`config.mk`:
```
export PLATFORM = sky130hd
export DESIGN_NAME = des_key_sched_seq
export DESIGN_NICKNAME = d
export VERILOG_FILES = /design/src/rtl/des_key_sched_seq.sv
export SDC_FILE = /design/constraint.sdc
export NUM_CORES = 1
export LEC_CHECK = 0
export ABC_AREA = 1
export CAP_MARGIN = 20
export CORE_MARGIN = 2
export CORE_UTILIZATION = 53
export CTS_BUF_LIST = sky130_fd_sc_hd__clkbuf_8
export DETAILED_ROUTE_END_ITERATION = 16
export GPL_TIMING_DRIVEN = 0
export PLACE_DENSITY = 0.84
export REMOVE_ABC_BUFFERS = 1
export SLEW_MARGIN = 20
export SYNTH_ARGS = -nofsm -noshare
export SYNTH_HDL_FRONTEND = slang
export SYNTH_SLANG_ARGS = --single-unit
```
`constraint.sdc`:
```
create_clock -name clk -period 2.28 [get_ports clk]
set_input_delay 0.57 -clock clk [delete_from_list [all_inputs] [get_ports clk]]
set_output_delay 0.57 -clock clk [all_outputs]
set_load 0.05 [all_outputs]
```
`src/rtl/des_key_sched_seq.sv`:
```
// Sequential DES key schedule: one subkey per handshake, K1..K16 (encrypt) or K16..K1 (decrypt).
// The 28-bit C/D halves are rotated in place; a single PC2 network drives round_key.

module des_pc1 (
  input  logic [63:0] key_i,
  output logic [27:0] c_o,
  output logic [27:0] d_o
);
  // Standard DES numbering: bit 1 is key_i[63]
  localparam int PC1_T [56] = '{
    57, 49, 41, 33, 25, 17,  9,  1, 58, 50, 42, 34, 26, 18,
    10,  2, 59, 51, 43, 35, 27, 19, 11,  3, 60, 52, 44, 36,
    63, 55, 47, 39, 31, 23, 15,  7, 62, 54, 46, 38, 30, 22,
    14,  6, 61, 53, 45, 37, 29, 21, 13,  5, 28, 20, 12,  4
  };

  logic unused_parity_s;
  assign unused_parity_s = ^{key_i[56], key_i[48], key_i[40], key_i[32],
                             key_i[24], key_i[16], key_i[8],  key_i[0]};

  for (genvar g = 0; g < 28; g++) begin : g_pc1
    assign c_o[27-g] = key_i[64-PC1_T[g]];
    assign d_o[27-g] = key_i[64-PC1_T[g+28]];
  end
endmodule

module des_pc2 (
  input  logic [55:0] cd_i,
  output logic [47:0] key_o
);
  localparam int PC2_T [48] = '{
    14, 17, 11, 24,  1,  5,  3, 28, 15,  6, 21, 10,
    23, 19, 12,  4, 26,  8, 16,  7, 27, 20, 13,  2,
    41, 52, 31, 37, 47, 55, 30, 40, 51, 45, 33, 48,
    44, 49, 39, 56, 34, 53, 46, 42, 50, 36, 29, 32
  };

  logic unused_dropped_s;
  assign unused_dropped_s = ^{cd_i[47], cd_i[38], cd_i[34], cd_i[31],
                              cd_i[21], cd_i[18], cd_i[13], cd_i[2]};

  for (genvar g = 0; g < 48; g++) begin : g_pc2
    assign key_o[47-g] = cd_i[56-PC2_T[g]];
  end
endmodule

module des_key_sched_seq (
  input  logic        clk,
  input  logic        rst_n,
  input  logic        start,
  input  logic [63:0] key_in,
  input  logic        decrypt,
  input  logic        abort,
  input  logic        key_ready,
  output logic        key_valid,
  output logic [47:0] round_key,
  output logic [3:0]  round_cnt,
  output logic        busy,
  output logic        done
);
  typedef enum logic [1:0] {
    ST_IDLE  = 2'd0,
    ST_ISSUE = 2'd1,
    ST_FIN   = 2'd2
  } state_e;

  state_e      state_q, state_d;
  logic [27:0] c_q, c_d;
  logic [27:0] dh_q, dh_d;
  logic [3:0]  cnt_q, cnt_d;
  logic        dec_q, dec_d;
  logic        valid_q, valid_d;
  logic        done_q, done_d;

  logic [27:0] pc1_c_s, pc1_d_s;
  logic [3:0]  cnt_nxt_s;
  logic        rot_two_s;
  logic        hs_s;

  function automatic logic [27:0] rot28(input logic [27:0] x, input logic right, input logic two);
    logic [27:0] r;
    if (right) begin
      r = two ? {x[1:0], x[27:2]} : {x[0], x[27:1]};
    end else begin
      r = two ? {x[25:0], x[27:26]} : {x[26:0], x[27]};
    end
    return r;
  endfunction

  des_pc1 u_pc1 (.key_i(key_in), .c_o(pc1_c_s), .d_o(pc1_d_s));
  des_pc2 u_pc2 (.cd_i({c_q, dh_q}), .key_o(round_key));

  assign hs_s      = valid_q & key_ready;
  assign cnt_nxt_s = cnt_q + 4'd1;
  // Steps 1, 8 and 15 of the issue sequence rotate by one; all others by two
  assign rot_two_s = !((cnt_nxt_s == 4'd1) || (cnt_nxt_s == 4'd8) || (cnt_nxt_s == 4'd15));

  // Next-state logic: abort overrides everything, including a same-cycle handshake
  always_comb begin
    state_d = state_q;
    c_d     = c_q;
    dh_d    = dh_q;
    cnt_d   = cnt_q;
    dec_d   = dec_q;
    valid_d = valid_q;
    done_d  = 1'b0;
    if (abort) begin
      state_d = ST_IDLE;
      cnt_d   = 4'd0;
      valid_d = 1'b0;
    end else begin
      case (state_q)
        ST_IDLE: begin
          if (start) begin
            state_d = ST_ISSUE;
            c_d     = decrypt ? pc1_c_s : rot28(pc1_c_s, 1'b0, 1'b0);
            dh_d    = decrypt ? pc1_d_s : rot28(pc1_d_s, 1'b0, 1'b0);
            cnt_d   = 4'd0;
            dec_d   = decrypt;
            valid_d = 1'b1;
          end else begin
            state_d = ST_IDLE;
          end
        end
        ST_ISSUE: begin
          if (hs_s && (cnt_q == 4'd15)) begin
            state_d = ST_FIN;
            valid_d = 1'b0;
            done_d  = 1'b1;
          end else if (hs_s) begin
            cnt_d = cnt_nxt_s;
            c_d   = rot28(c_q, dec_q, rot_two_s);
            dh_d  = rot28(dh_q, dec_q, rot_two_s);
          end else begin
            state_d = ST_ISSUE;
          end
        end
        ST_FIN: begin
          state_d = ST_IDLE;
        end
        default: begin
          state_d = ST_IDLE;
          cnt_d   = 4'd0;
          valid_d = 1'b0;
        end
      endcase
    end
  end

  // State and datapath registers
  always_ff @(posedge clk or negedge rst_n) begin
    if (!rst_n) begin
      state_q <= ST_IDLE;
      c_q     <= 28'd0;
      dh_q    <= 28'd0;
      cnt_q   <= 4'd0;
      dec_q   <= 1'b0;
      valid_q <= 1'b0;
      done_q  <= 1'b0;
    end else begin
      state_q <= state_d;
      c_q     <= c_d;
      dh_q    <= dh_d;
      cnt_q   <= cnt_d;
      dec_q   <= dec_d;
      valid_q <= valid_d;
      done_q  <= done_d;
    end
  end

  assign key_valid = valid_q;
  assign round_cnt = cnt_q;
  assign busy      = (state_q != ST_IDLE);
  assign done      = done_q;
endmodule

```
After elaboration in Yosys (flattened, before gate mapping). Index checks and enable logic that the tools add are counted.

Add/sub/neg operators: 1. Equal/unequal tests: 15. Mux-type cells: 33. Bitwise logic cells: 2. Reduce and logical (&&, ||, !) cells: 10.

Operator list (number): 2-to-1 mux 28 bit (14); one-hot mux 28 bit (2 select lines) (2); 2-to-1 mux 4 bit (4); == test 4 bit, second input constant (3); inequality test 3 bit, second input constant (4); one-hot mux 4 bit (3 select lines) (1); inequality test 2 bit, second input constant (4); 2-to-1 mux 1 bit (7); 2-to-1 mux 2 bit (3); AND reduction 3 bit (2); AND reduction 5 bit (1); adder 4 x 1 -> 4 bit, second input constant (1); == test 4 x 1 -> 1 bit, second input constant (1); inequality test 4 bit, second input constant (1); one-hot mux 2 bit (2 select lines) (1); AND reduction 4 bit (1); nonzero test 2 bit (2); one-hot mux 1 bit (3 select lines) (1); == test 2 x 1 -> 1 bit, second input constant (1); == test 2 bit, second input constant (1); zero test 2 bit (1); logical OR 1 bit (2); AND 1 bit (1); logical AND 1 bit (1); NOT 1 bit (1).

Flip-flop bits (word level): 65. Logic and storage cells: 68.

Longest topological paths before layout.
Word-level depth: 9. Mapped depth: 14. Mapped depth without buffers: 12.

Cells and area by module. A second synthesis with hierarchy kept.

Cells, all modules: 921. Area, all modules: 5949.5 sq um.

Modules (own cells, without submodules): des_key_sched_seq (times used 1, cells an instance 817, area an instance 5168.7 sq um); des_pc1 (times used 1, cells an instance 56, area an instance 420.4 sq um); des_pc2 (times used 1, cells an instance 48, area an instance 360.3 sq um).

Worst setup path before layout. No wires, ideal clock.

Kind: register -> register. Start point: register cnt_q[1] (netlist: round_cnt[1]). End point: register c_q[0]. Arrival: 1.944 ns. Required time: 2.203 ns. Slack: 0.258 ns. Cell stages (with the launch flop): 12. Clock period less this slack: 2.022 ns. Cell sequence: dfrtp_1 ha_1 nand2_1 nand2_1 inv_1 nand2_1 buf_4 buf_4 nand3_1 nand3_1 nand3_1 a21oi_1.

Word-level cells in the longest chain between the ends: 9. Elaborated cells on any way between the ends: 16. Those cells by class: add/sub: 1; eq/ne: 5; mux: 6; reduce/logical: 4.

RTL lines: start, declared (RTL line 70) `logic [3:0] cnt_q, cnt_d;`; start signal, assigned (RTL line 164) `cnt_q <= cnt_d;`; adder 4 x 1 -> 4 bit (RTL line 94) `assign cnt_nxt_s = cnt_q + 4'd1;`; == test 4 x 1 -> 1 bit / == test 4 bit (equally long branches) (RTL line 96) `assign rot_two_s = !((cnt_nxt_s == 4'd1) || (cnt_nxt_s == 4'd8) || (cnt_nxt_s == 4'd15));`; logical OR 1 bit (2 in a row) (RTL line 96); 2-to-1 mux 28 bit, on equally long branches (RTL line 85, 83); 2-to-1 mux 28 bit (RTL line 82) `if (right) begin`; 2-to-1 mux 28 bit (RTL line 130) `end else if (hs_s) begin`; 2-to-1 mux 28 bit (RTL line 126) `if (hs_s && (cnt_q == 4'd15)) begin`; one-hot mux 28 bit (2 select lines) (RTL line 112) `case (state_q)`; end signal, assigned (RTL line 154) `c_q <= 28'd0;`; end signal, assigned (RTL line 162) `c_q <= c_d;`; end, declared (RTL line 68) `logic [27:0] c_q, c_d;`.

Several ways; a longest one is shown, not always the timed one. The select of a mux whose other input is x is not followed. A chain may end at the register's enable or synchronous reset.

Final worst setup path.
Start point: register cnt_q[2] (netlist: round_cnt[2]). End point: output round_cnt[2].

RTL lines: end, declared (RTL line 57) `output logic [3:0] round_cnt,`.

No word-level cell between the ends.

==> metrics.txt <==
violated checks=negative setup slack; CP endpoint kind=output port; cell area after layout=around 6700 um^2; CP Launch Type=flop; most numerous cell in the Yosys netlist=nand3_1; CP max-delay cell=clkdlybuf4s50_1; root buffer cell=clkbuf_8; CTS tree=done; row cnt=36; GRT Util Overall=about 29%; Commonest cells post-synth=nand3_1, nand2_1, nor2_1, a21oi_1, dfrtp_1; Final HPWL DP=10500 um; post-synth top area cell=dfrtp_1; min Tclk post-route=between 2 and 2.5 ns; final setup vio count=1; clock slew at reported path FFs=about 0.080 ns; leak pwr=2.87 nW; Final Max Tran Viols=0; Clock Sinks=between 60 and 70; fin crit share=100%; asr flop ratio synth=between 90% and 100%; Starting Density=between 50% and 60%; HP Class=primary input to async pin; max-cap violation count=0; drt total wl=17100 um; # diodes=0; Mapped Cells=between 800 and 900; initial antenna violation count=0; pwr dens=959 nW/um^2; Vias/cell=around 6.1; Worst Clk Skew=roughly 0.013 ns; largest fanout on the critical path=7; yosys warns=0; vias in the first global route=roughly 6000; Post-synth top flop=dfrtp_1; sequential area share after synthesis=around 30%; NumNets Final=967; CTS H-tree depth=3; Post-Syn Area per Cell=6.27 um^2; headroom to the max-slew limit=60.7%; measured slew at the worst slew-check pin=roughly 0.59 ns; die area=11000 um^2; CP required=1.71 ns; total grt overflow=0; Bufs and invs on worst path=1; Yosys top cell area share=30.1%; die span in y=~100 um; final hold violations=0; largest cells by area after synthesis=dfrtp_1, nand3_1, nand2_1; Cell variety after synth=20; Yosys reg bits=65; fmax=about 440 MHz; EDFF count, synth=0; DR DRC count=0; Top delay family on crit path=buffers and inverters; Final WS setup=-0.00409 ns; layout cell share with drive strength beyond 1=~5.5%; cts bufs inserted=9; final total power=roughly 6.4 mW; WS Path Type=flop to output port; Vias=6300; port bufs=between 100 and 150; Layout Area Growth over Synthesis=23.3%; post-route ant nets=0; Max clock buf depth=2; CP peak stage delay=approximately 0.86 ns; clk_lat worst skew=roughly 0.36 ns; fill count=approximately 900; DP Area=6270 um^2; run status=finished with violations; Mapped Area=approximately 5400 um^2; setup_tns=-0.00409 ns; Starting DRT DRC Count=616; Avg WL per Cell=approximately 17 um; GP Congestion=approximately 0.83; first-pass GRT wire length=27200 um; drt first pass iters=5; Boundary Pins=between 100 and 150; maximum vdd drop=0.000473 V; crit-path cells=clkdlybuf4s50_1; core box area=between 9000 and 10000 um^2; DIE WIDTH=roughly 100 um; crit path DAT=about 1.7 ns; largest net degree at the start of global routing=59; # hold bufs at CTS=0
==> placed cells by master, fill, tap and decap left out, drive strengths merged <==
master and count:
bufinv 1, clkdlybuf4s50 113, buf 16, nor3 2, o21ai 7, inv 16
nand4 2, clkbuf 12, nand3 233, a211oi 1, nand2 189, dfrtp 65
or2 1, nand3b 1, clkinv 2, nor2 119, a21oi 113, dlygate4sd2 1
ha 4
==> stage by stage <==
| step | worst slack [ns] | hold slack (ns) | std cells | utilization (%) |
|---|---|---|---|---|
| after CTS | 0.0204 | 0.177 | 1024 | 66.6 |
| final | -0.00409 | 0.169 | 1031 | 67.7 |
| after detailed placement | -1.12 | 0.540 | 1006 | 63.8 |
| after global routing | -0.0262 | 0.190 | 1031 | 67.7 |
| after global placement | -7.11 | 0.531 | 995 | 61.2 |
| after floorplan | -4.07 | 0.274 | 746 | - |
==> repair_timing <==
action / 4_1_cts / 5_1_grt
cloned: 1 / 5
endpoints found under the setup margin: 57 / 57
resized for setup: 11 / 6
setup buffers: 1 / 2
pin swaps: 1 / 4
==> power by group <==
part	switching, mW	internal (mW)	leakage (nW)
sequential	0.363	1.47	0.741
clock	0.482	0.554	0.112
combinational	2.28	1.23	2.02
total	3.12	3.25	2.87
==> flip-flops by register name (all words and copies together) (netlist names) <==
register / count
c_q: 28
key_valid: 1
round_cnt: 4
done: 1
state_q: 2
dh_q: 28
dec_q: 1
==> final cells by class <==
class / instances / area, um^2 / area share, %
inverters: 14 / 60.1 / 0.903
clock inverters: 5 / 47.5 / 0.715
well taps: 133 / 166 / 2.50
repair buffers: 131 / 1450 / 21.8
multi-input cells: 672 / 3150 / 47.3
flip-flops and latches: 65 / 1630 / 24.5
clock buffers: 11 / 151 / 2.28
==> metal layers <==
metal / up-vias / global-route usage (%) / part of all wire [%]
li1: 2930 / - / -
met1: 2968 / 35.8 / 39
met2: 350 / 51.2 / 50
met3: 52 / 5.30 / 8.6
met4: 0 / 11.6 / 2.7
met5: - / 0 / 0
==> cell families after synthesis <==
group                      share of synthesized area (%)
AOI/OAI and AO/OA                                   11.3
DFF                                                 30.1
buffers and inverters                               14.2
adders and majority gates                          0.928
and+or+nand+nor                                     43.5
==> path summary, 6_finish.rpt <==
path	from	end	slack [ns]	cells past startpoint
min in group clk	c_q[6]	c_q[6]	0.57	2
max	round_cnt[2]	round_cnt[2]	-0.004	1
min	rst_n	c_q[5]	0.17	1
max reg2reg	round_cnt[2]	dh_q[19]	0.09	8
min reg2reg	c_q[6]	c_q[6]	0.57	2
max in group asynchronous	rst_n	round_cnt[1]	1.55	2
(Power assumes the default switching activity.)
